$ cat src/rtl/stream_map_op_pkg.sv
// Shared FSM state encoding and map-operation codes for the stream_map_op job engine.
package stream_map_op_pkg;

    typedef enum logic [1:0] {
        IDLE  = 2'd0,
        RUN   = 2'd1,
        DRAIN = 2'd2,
        DONE  = 2'd3
    } state_t;

    localparam int MAP_ADD  = 0;
    localparam int MAP_SUB  = 1;
    localparam int MAP_SATU = 2;
    localparam int MAP_SATS = 3;

endpackage

$ cat src/rtl/stream_map_op_fifo.sv
// DEPTH-entry result buffer: registered write, head read straight from memory (latency 1 when empty).
// Push is ignored when full and pop when empty; simultaneous push/pop keeps the count.
module stream_map_op_fifo #(
    parameter int WIDTH = 8,
    parameter int DEPTH = 4
) (
    input  logic             clk,
    input  logic             nrst,
    input  logic             i_push,
    input  logic [WIDTH-1:0] i_push_dat,
    input  logic             i_pop,
    output logic [WIDTH-1:0] o_head_dat,
    output logic             o_full,
    output logic             o_empty
);

    localparam int AW = $clog2(DEPTH);

    logic [WIDTH-1:0] r_mem [DEPTH];
    logic [AW-1:0]    r_wptr;
    logic [AW-1:0]    r_rptr;
    logic [AW:0]      r_count;
    logic             w_push;
    logic             w_pop;

    assign o_empty    = (r_count == '0);
    assign o_full     = (r_count == (AW+1)'(DEPTH));
    assign w_push     = i_push && !o_full;
    assign w_pop      = i_pop && !o_empty;
    assign o_head_dat = r_mem[r_rptr];

    // Pointers are AW bits wide, so they wrap mod DEPTH for free.
    always_ff @(posedge clk) begin
        if (nrst) begin
            r_wptr  <= '0;
            r_rptr  <= '0;
            r_count <= '0;
        end else begin
            if (w_push) r_wptr <= r_wptr + AW'(1);
            if (w_pop)  r_rptr <= r_rptr + AW'(1);
            if (w_push && !w_pop)
                r_count <= r_count + (AW+1)'(1);
            else if (!w_push && w_pop)
                r_count <= r_count - (AW+1)'(1);
        end
    end

    always_ff @(posedge clk) begin
        if (w_push) r_mem[r_wptr] <= i_push_dat;
    end

endmodule

$ cat src/rtl/stream_map_op.sv
// Length-bounded job: start handshake gives a count, that many elements are mapped through a fixed op
// into a FIFO, then a done handshake; sIn_ready depends only on state/count/fullness, never sOut_ready.
module stream_map_op
    import stream_map_op_pkg::*;
#(
    parameter int WIDTH = 8,
    parameter int DEPTH = 4,
    parameter int LENW  = 8,
    parameter int MODE  = 0,
    parameter int K     = 1
) (
    input  logic             clk,
    input  logic             nrst,
    input  logic             in_valid,
    output logic             in_ready,
    input  logic [LENW-1:0]  in_len,
    output logic             out_valid,
    input  logic             out_ready,
    output logic             ovf,
    input  logic [WIDTH-1:0] sIn,
    input  logic             sIn_valid,
    output logic             sIn_ready,
    output logic [WIDTH-1:0] sOut,
    output logic             sOut_valid,
    input  logic             sOut_ready
);

    localparam logic [WIDTH-1:0] K_W = WIDTH'(K);

    state_t           r_state;
    state_t           w_state_nxt;
    logic [LENW-1:0]  r_remaining;
    logic             r_ovf;

    logic             w_start;
    logic             w_accept;
    logic             w_fifo_full;
    logic             w_fifo_empty;
    logic [WIDTH:0]   w_sum;
    logic [WIDTH:0]   w_dif;
    logic             w_sovf;
    logic [WIDTH-1:0] w_y;
    logic             w_elem_ovf;

    assign in_ready   = (r_state == IDLE);
    assign out_valid  = (r_state == DONE);
    assign sIn_ready  = (r_state == RUN) && (r_remaining != '0) && !w_fifo_full;
    assign sOut_valid = !w_fifo_empty;
    assign ovf        = r_ovf;
    assign w_start    = in_valid && in_ready;
    assign w_accept   = sIn_valid && sIn_ready;

    // Extra top bit carries the unsigned carry/borrow out.
    assign w_sum  = {1'b0, sIn} + {1'b0, K_W};
    assign w_dif  = {1'b0, sIn} - {1'b0, K_W};
    assign w_sovf = (sIn[WIDTH-1] == K_W[WIDTH-1]) && (w_sum[WIDTH-1] != sIn[WIDTH-1]);

    always_comb begin
        w_y        = w_sum[WIDTH-1:0];
        w_elem_ovf = w_sum[WIDTH];
        case (MODE)
            MAP_SUB: begin
                w_y        = w_dif[WIDTH-1:0];
                w_elem_ovf = w_dif[WIDTH];
            end
            MAP_SATU: begin
                if (w_sum[WIDTH]) w_y = '1;
            end
            MAP_SATS: begin
                w_elem_ovf = w_sovf;
                // Signed overflow can only happen toward the sign of the operands.
                if (w_sovf)
                    w_y = sIn[WIDTH-1] ? {1'b1, {(WIDTH-1){1'b0}}} : {1'b0, {(WIDTH-1){1'b1}}};
            end
            default: ;
        endcase
    end

    always_comb begin
        w_state_nxt = r_state;
        case (r_state)
            IDLE:    if (w_start) w_state_nxt = (in_len != '0) ? RUN : DONE;
            RUN:     if (w_accept && (r_remaining == LENW'(1))) w_state_nxt = DRAIN;
            DRAIN:   if (w_fifo_empty) w_state_nxt = DONE;
            DONE:    if (out_ready) w_state_nxt = IDLE;
            default: w_state_nxt = IDLE;
        endcase
    end

    always_ff @(posedge clk) begin
        if (nrst) begin
            r_state     <= IDLE;
            r_remaining <= '0;
            r_ovf       <= 1'b0;
        end else begin
            r_state <= w_state_nxt;
            if (w_start) begin
                r_remaining <= in_len;
                r_ovf       <= 1'b0;
            end else if (w_accept) begin
                r_remaining <= r_remaining - LENW'(1);
                r_ovf       <= r_ovf | w_elem_ovf;
            end
        end
    end

    stream_map_op_fifo #(
        .WIDTH (WIDTH),
        .DEPTH (DEPTH)
    ) u_fifo (
        .clk        (clk),
        .nrst       (nrst),
        .i_push     (w_accept),
        .i_push_dat (w_y),
        .i_pop      (sOut_ready),
        .o_head_dat (sOut),
        .o_full     (w_fifo_full),
        .o_empty    (w_fifo_empty)
    );

endmodule

$ cat config.mk
export PLATFORM = sky130hd
export DESIGN_NAME = stream_map_op
export DESIGN_NICKNAME = d
export VERILOG_FILES = /design/src/rtl/stream_map_op_pkg.sv /design/src/rtl/stream_map_op_fifo.sv /design/src/rtl/stream_map_op.sv
export SDC_FILE = /design/constraint.sdc
export NUM_CORES = 1
export LEC_CHECK = 0
export CAP_MARGIN = 0
export CORE_MARGIN = 4
export CORE_UTILIZATION = 31
export DETAILED_ROUTE_END_ITERATION = 8
export PLACE_DENSITY_LB_ADDON = 0.1
export SLEW_MARGIN = 20
export SYNTH_ARGS = -nofsm -noshare
export SYNTH_HDL_FRONTEND = slang
export SYNTH_SLANG_ARGS = --single-unit
$ cat constraint.sdc
create_clock -name clk -period 3.3 [get_ports clk]
set_input_delay 0.66 -clock clk [delete_from_list [all_inputs] [get_ports clk]]
set_output_delay 0.66 -clock clk [all_outputs]
set_load 0.1 [all_outputs]
==> metrics.cfg <==
[worst_setup_path]
worstPathArrival_ns=1.85
critical_path_required_ns=2.64
reg2reg_from=r_remaining[0]
timing.critical_path.cells=mux4_2 -> buf_4
crit_path_max_fanout=8
worstSetupEndpointType=primary output
cpMaxStageDelayCell=sky130_fd_sc_hd__dfxtp_1
worst_setup_path_start_kind=flop
criticalPathCategory=reg -> out
largest_stage_delay_on_the_critical_path_ns=0.70

[floorplan]
io-pin-count=35
die_width_um=97.2
core_um2=7730
height_of_the_die_um=97.2
start_util_pct=31.9
floorplan.rows=32
design.die.area_um2=9450

[synth]
synth_edf_count=32
synth_compound_gate_area_share_pct=7.91
post_syn_nets=228
adder_cell_share_of_the_synthesized_area_pct=6.90
synth_xor_area_share_pct=4.62
yosysTopAreaCellShare_pct=39.0
yosys_register_bits=52
post_synth_mux_area_share_pct=8.52
post_syn_instances=193
synthesis.yosys.warnings=0
netlist_top_cells_area=sky130_fd_sc_hd__edfxtp_1 39%, sky130_fd_sc_hd__dfxtp_1 16%, sky130_fd_sc_hd__mux4_2 7.3%
largest_family_of_logic_cells_by_synthesized_area=simple AND/OR/NAND/NOR gates
post_synth_instance_area_um2=2470
synth_flop_cell=sky130_fd_sc_hd__edfxtp_1
synthesis.area_per_instance_um2=12.8
yosysSeqAreaShare_pct=55.2
synthSimpleGateAreaFrac_pct=13.8
netlist-cell-type-count=42
yosysTopAreaCell=sky130_fd_sc_hd__edfxtp_1
asyncSetResetFlopFracSynth_pct=0

[clock_network]
cts_root_buffer=sky130_fd_sc_hd__clkbuf_8
cts.path.max_buffers=2
cts-buffers-inserted=5
numClockSinks=52
clkLatencyLatePin_ns=0.31
post_cts_buffers=0
cts_htree_levels=2
tritoncts_clock_tree=built
clock_pin_slew_reported_for_the_worst_setup_and_hold_paths_after_clock_tree_synthesis_ns=0.09
cts_resized=0
number_of_buffers_inserted_by_hold_repair_at_cts=0

[global_routing]
grt_total_usage_pct=10.6
first_global_vias=1592
pin_count_of_the_biggest_net_entering_global_routing=21
grt_first_pass_wirelength_um=7910
globalRouteOverflowTotal=0
antenna_violations_before_repair=0

[sta]
timing.slew.headroom_pct=46.7
fmaxAchievable_ghz=0.399
finalMaxSlewViolations=0
timing.clock.skew_ns=0.00668
post-route-period-util_pct=75.9
tightest_slew_ns=0.797
period_needed_ns=2.51
fin_tns_setup_ns=0
rsz0062_at_grt=no
post-route-worst-setup-slack_ns=0.794
finalHoldWorstSlack_ns=0.525
report.final.setup_viol=0
final-hold-violation-count=0

[pwr]
power.share.clock_pct=17.2
total_leakage_power_nw=1.06
power.share.sequential_pct=35.8
swShare_pct=44.8
p_int_w=0.00139
power.net_switching_w=0.00113
power.combinational.fraction_pct=47.0
total_power_density_per_cell_area_nw_per_um2=844
ir_worst_vdd_mv=0.395

[detailed_routing]
postRouteWirelength_um=4900
detailedRoute.firstIterationViolations=23
avgRoutedWirePerCell_um=14.8
number_of_nets_with_antenna_violations_after_routing=0
via_count=1589
drt-pass1-iter-count=4
drt-vias-per-instance=4.79
number_of_remaining_drc_errors=0

[flow_run]
max_cap_viol_count=0

[status]
status=complete, no violations

[finish]
final-seq-area_um2=1360
layout.nets=264
final_cell_count_no_fill=332
insertedDiodeCount=0
multiInputGateArea_um2=1030
postLayoutCellArea_um2=2990
final_layout_size_suffix_gt1_share_pct=16.5
nFillCells=761
syn2layout_area_growth_pct=21.3

[placed_design]
gp_routability_congestion=0.730
numPortBuffers=34
postPlaceCellArea_um2=2880
dp_hpwl_um=3530
dp_slack_ns=0.548
dpl.cell_count=324

[worst_hold_path]
worst_min_delay_path_category=reg -> reg
hold_start=u_fifo.r_count[2]

## worst paths after layout
| path | endpoint | cells past startpoint | slack, ns |
|---|---|---|---|
| hold / removal | u_fifo.r_count[2] | 2 | 0.52 |
| setup / recovery | sOut[1] | 2 | 0.79 |
| hold reg to reg | u_fifo.r_count[2] | 2 | 0.52 |
| setup reg to reg | u_fifo.r_count[2] | 10 | 0.83 |
## cells in the mapped netlist, types with 4 or more instances
| library cell | n |
|---|---|
| sky130_fd_sc_hd__xor2_1 | 7 |
| sky130_fd_sc_hd__nor4_1 | 6 |
| sky130_fd_sc_hd__clkbuf_1 | 4 |
| sky130_fd_sc_hd__xnor2_1 | 6 |
| sky130_fd_sc_hd__ha_1 | 12 |
| sky130_fd_sc_hd__edfxtp_1 | 32 |
| sky130_fd_sc_hd__mux4_2 | 8 |
| sky130_fd_sc_hd__dfxtp_1 | 20 |
| sky130_fd_sc_hd__a211oi_1 | 6 |
| sky130_fd_sc_hd__and2_1 | 6 |
| sky130_fd_sc_hd__nand3_1 | 7 |
| sky130_fd_sc_hd__nand2_1 | 7 |
| sky130_fd_sc_hd__nor2_1 | 21 |
| sky130_fd_sc_hd__inv_1 | 12 |
## worst max-delay path: cells and delay by family (launching register included)
family                 cells  cell delay, ns
buffers and inverters      1            0.25
flip-flops                 1            0.70
multiplexers               1            0.59
## layer usage
layer  GRT usage (%)  vias up  wire length, µm
li1                -      795                -
met1            13.0      747             2180
met2            18.2       40             2420
met3            2.87        7              239
met4            3.24        0               66
met5               0        -                0
## cell usage in the layout (no fill, tap or decap), types with 3 or more instances in the layout
master                            count
sky130_fd_sc_hd__xnor2_1              6
sky130_fd_sc_hd__clkbuf_8             5
sky130_fd_sc_hd__clkdlybuf4s50_1     21
sky130_fd_sc_hd__nor3_1               3
sky130_fd_sc_hd__and2_1               6
sky130_fd_sc_hd__inv_1               12
sky130_fd_sc_hd__mux4_2               8
sky130_fd_sc_hd__buf_4               14
sky130_fd_sc_hd__a211oi_1             6
sky130_fd_sc_hd__mux2i_1              3
sky130_fd_sc_hd__nand3_1              7
sky130_fd_sc_hd__xor2_1               7
sky130_fd_sc_hd__dfxtp_1             20
sky130_fd_sc_hd__nor2_1              21
sky130_fd_sc_hd__nor4_1               6
sky130_fd_sc_hd__nand2_1              7
sky130_fd_sc_hd__ha_1                12
sky130_fd_sc_hd__edfxtp_1            32
## final cells by class
class                           count  share of cell area [%]
Clock inverter                      3                    1.42
Clock buffer                        5                    2.30
Timing Repair Buffer               35                    10.5
Tap cell                          102                    4.27
Sequential cell                    52                    45.5
Multi-Input combinational cell    123                    34.4
Inverter                           12                    1.51
## power by group through the flow
stage	registers (W)	clock network, W	logic (W)
2_1_floorplan	0.000872	0	0.000990
3_3_place_gp	0.000925	0	0.00120
3_5_place_dp	0.000920	0	0.00120
4_1_cts	0.000908	0.000452	0.00120
5_1_grt	0.000929	0.000481	0.00128
6_report	0.000905	0.000433	0.00119
## state kept, by name (all words and copies together) (netlist names), named ones only
signal          cells
u_fifo.r_mem       32
r_remaining         8
u_fifo.r_count      3
r_state             2
u_fifo.r_rptr       2
u_fifo.r_wptr       2
ovf                 1
## per-stage QoR
stage	utilization [%]	power, W
CTS	38.7	0.00256
global placement	37.3	0.00212
detailed placement	37.3	0.00212
finish	38.7	0.00253
floorplan	-	0.00186
global route	38.7	0.00269
## cells by family after synthesis
group           count (synthesis)
flops                          52
mux                            11
compound gates                 23
xor+xnor                       13
buf+inv                        18
fa+ha+maj                      13
simple gates                   63
(Power assumes the default switching activity.)
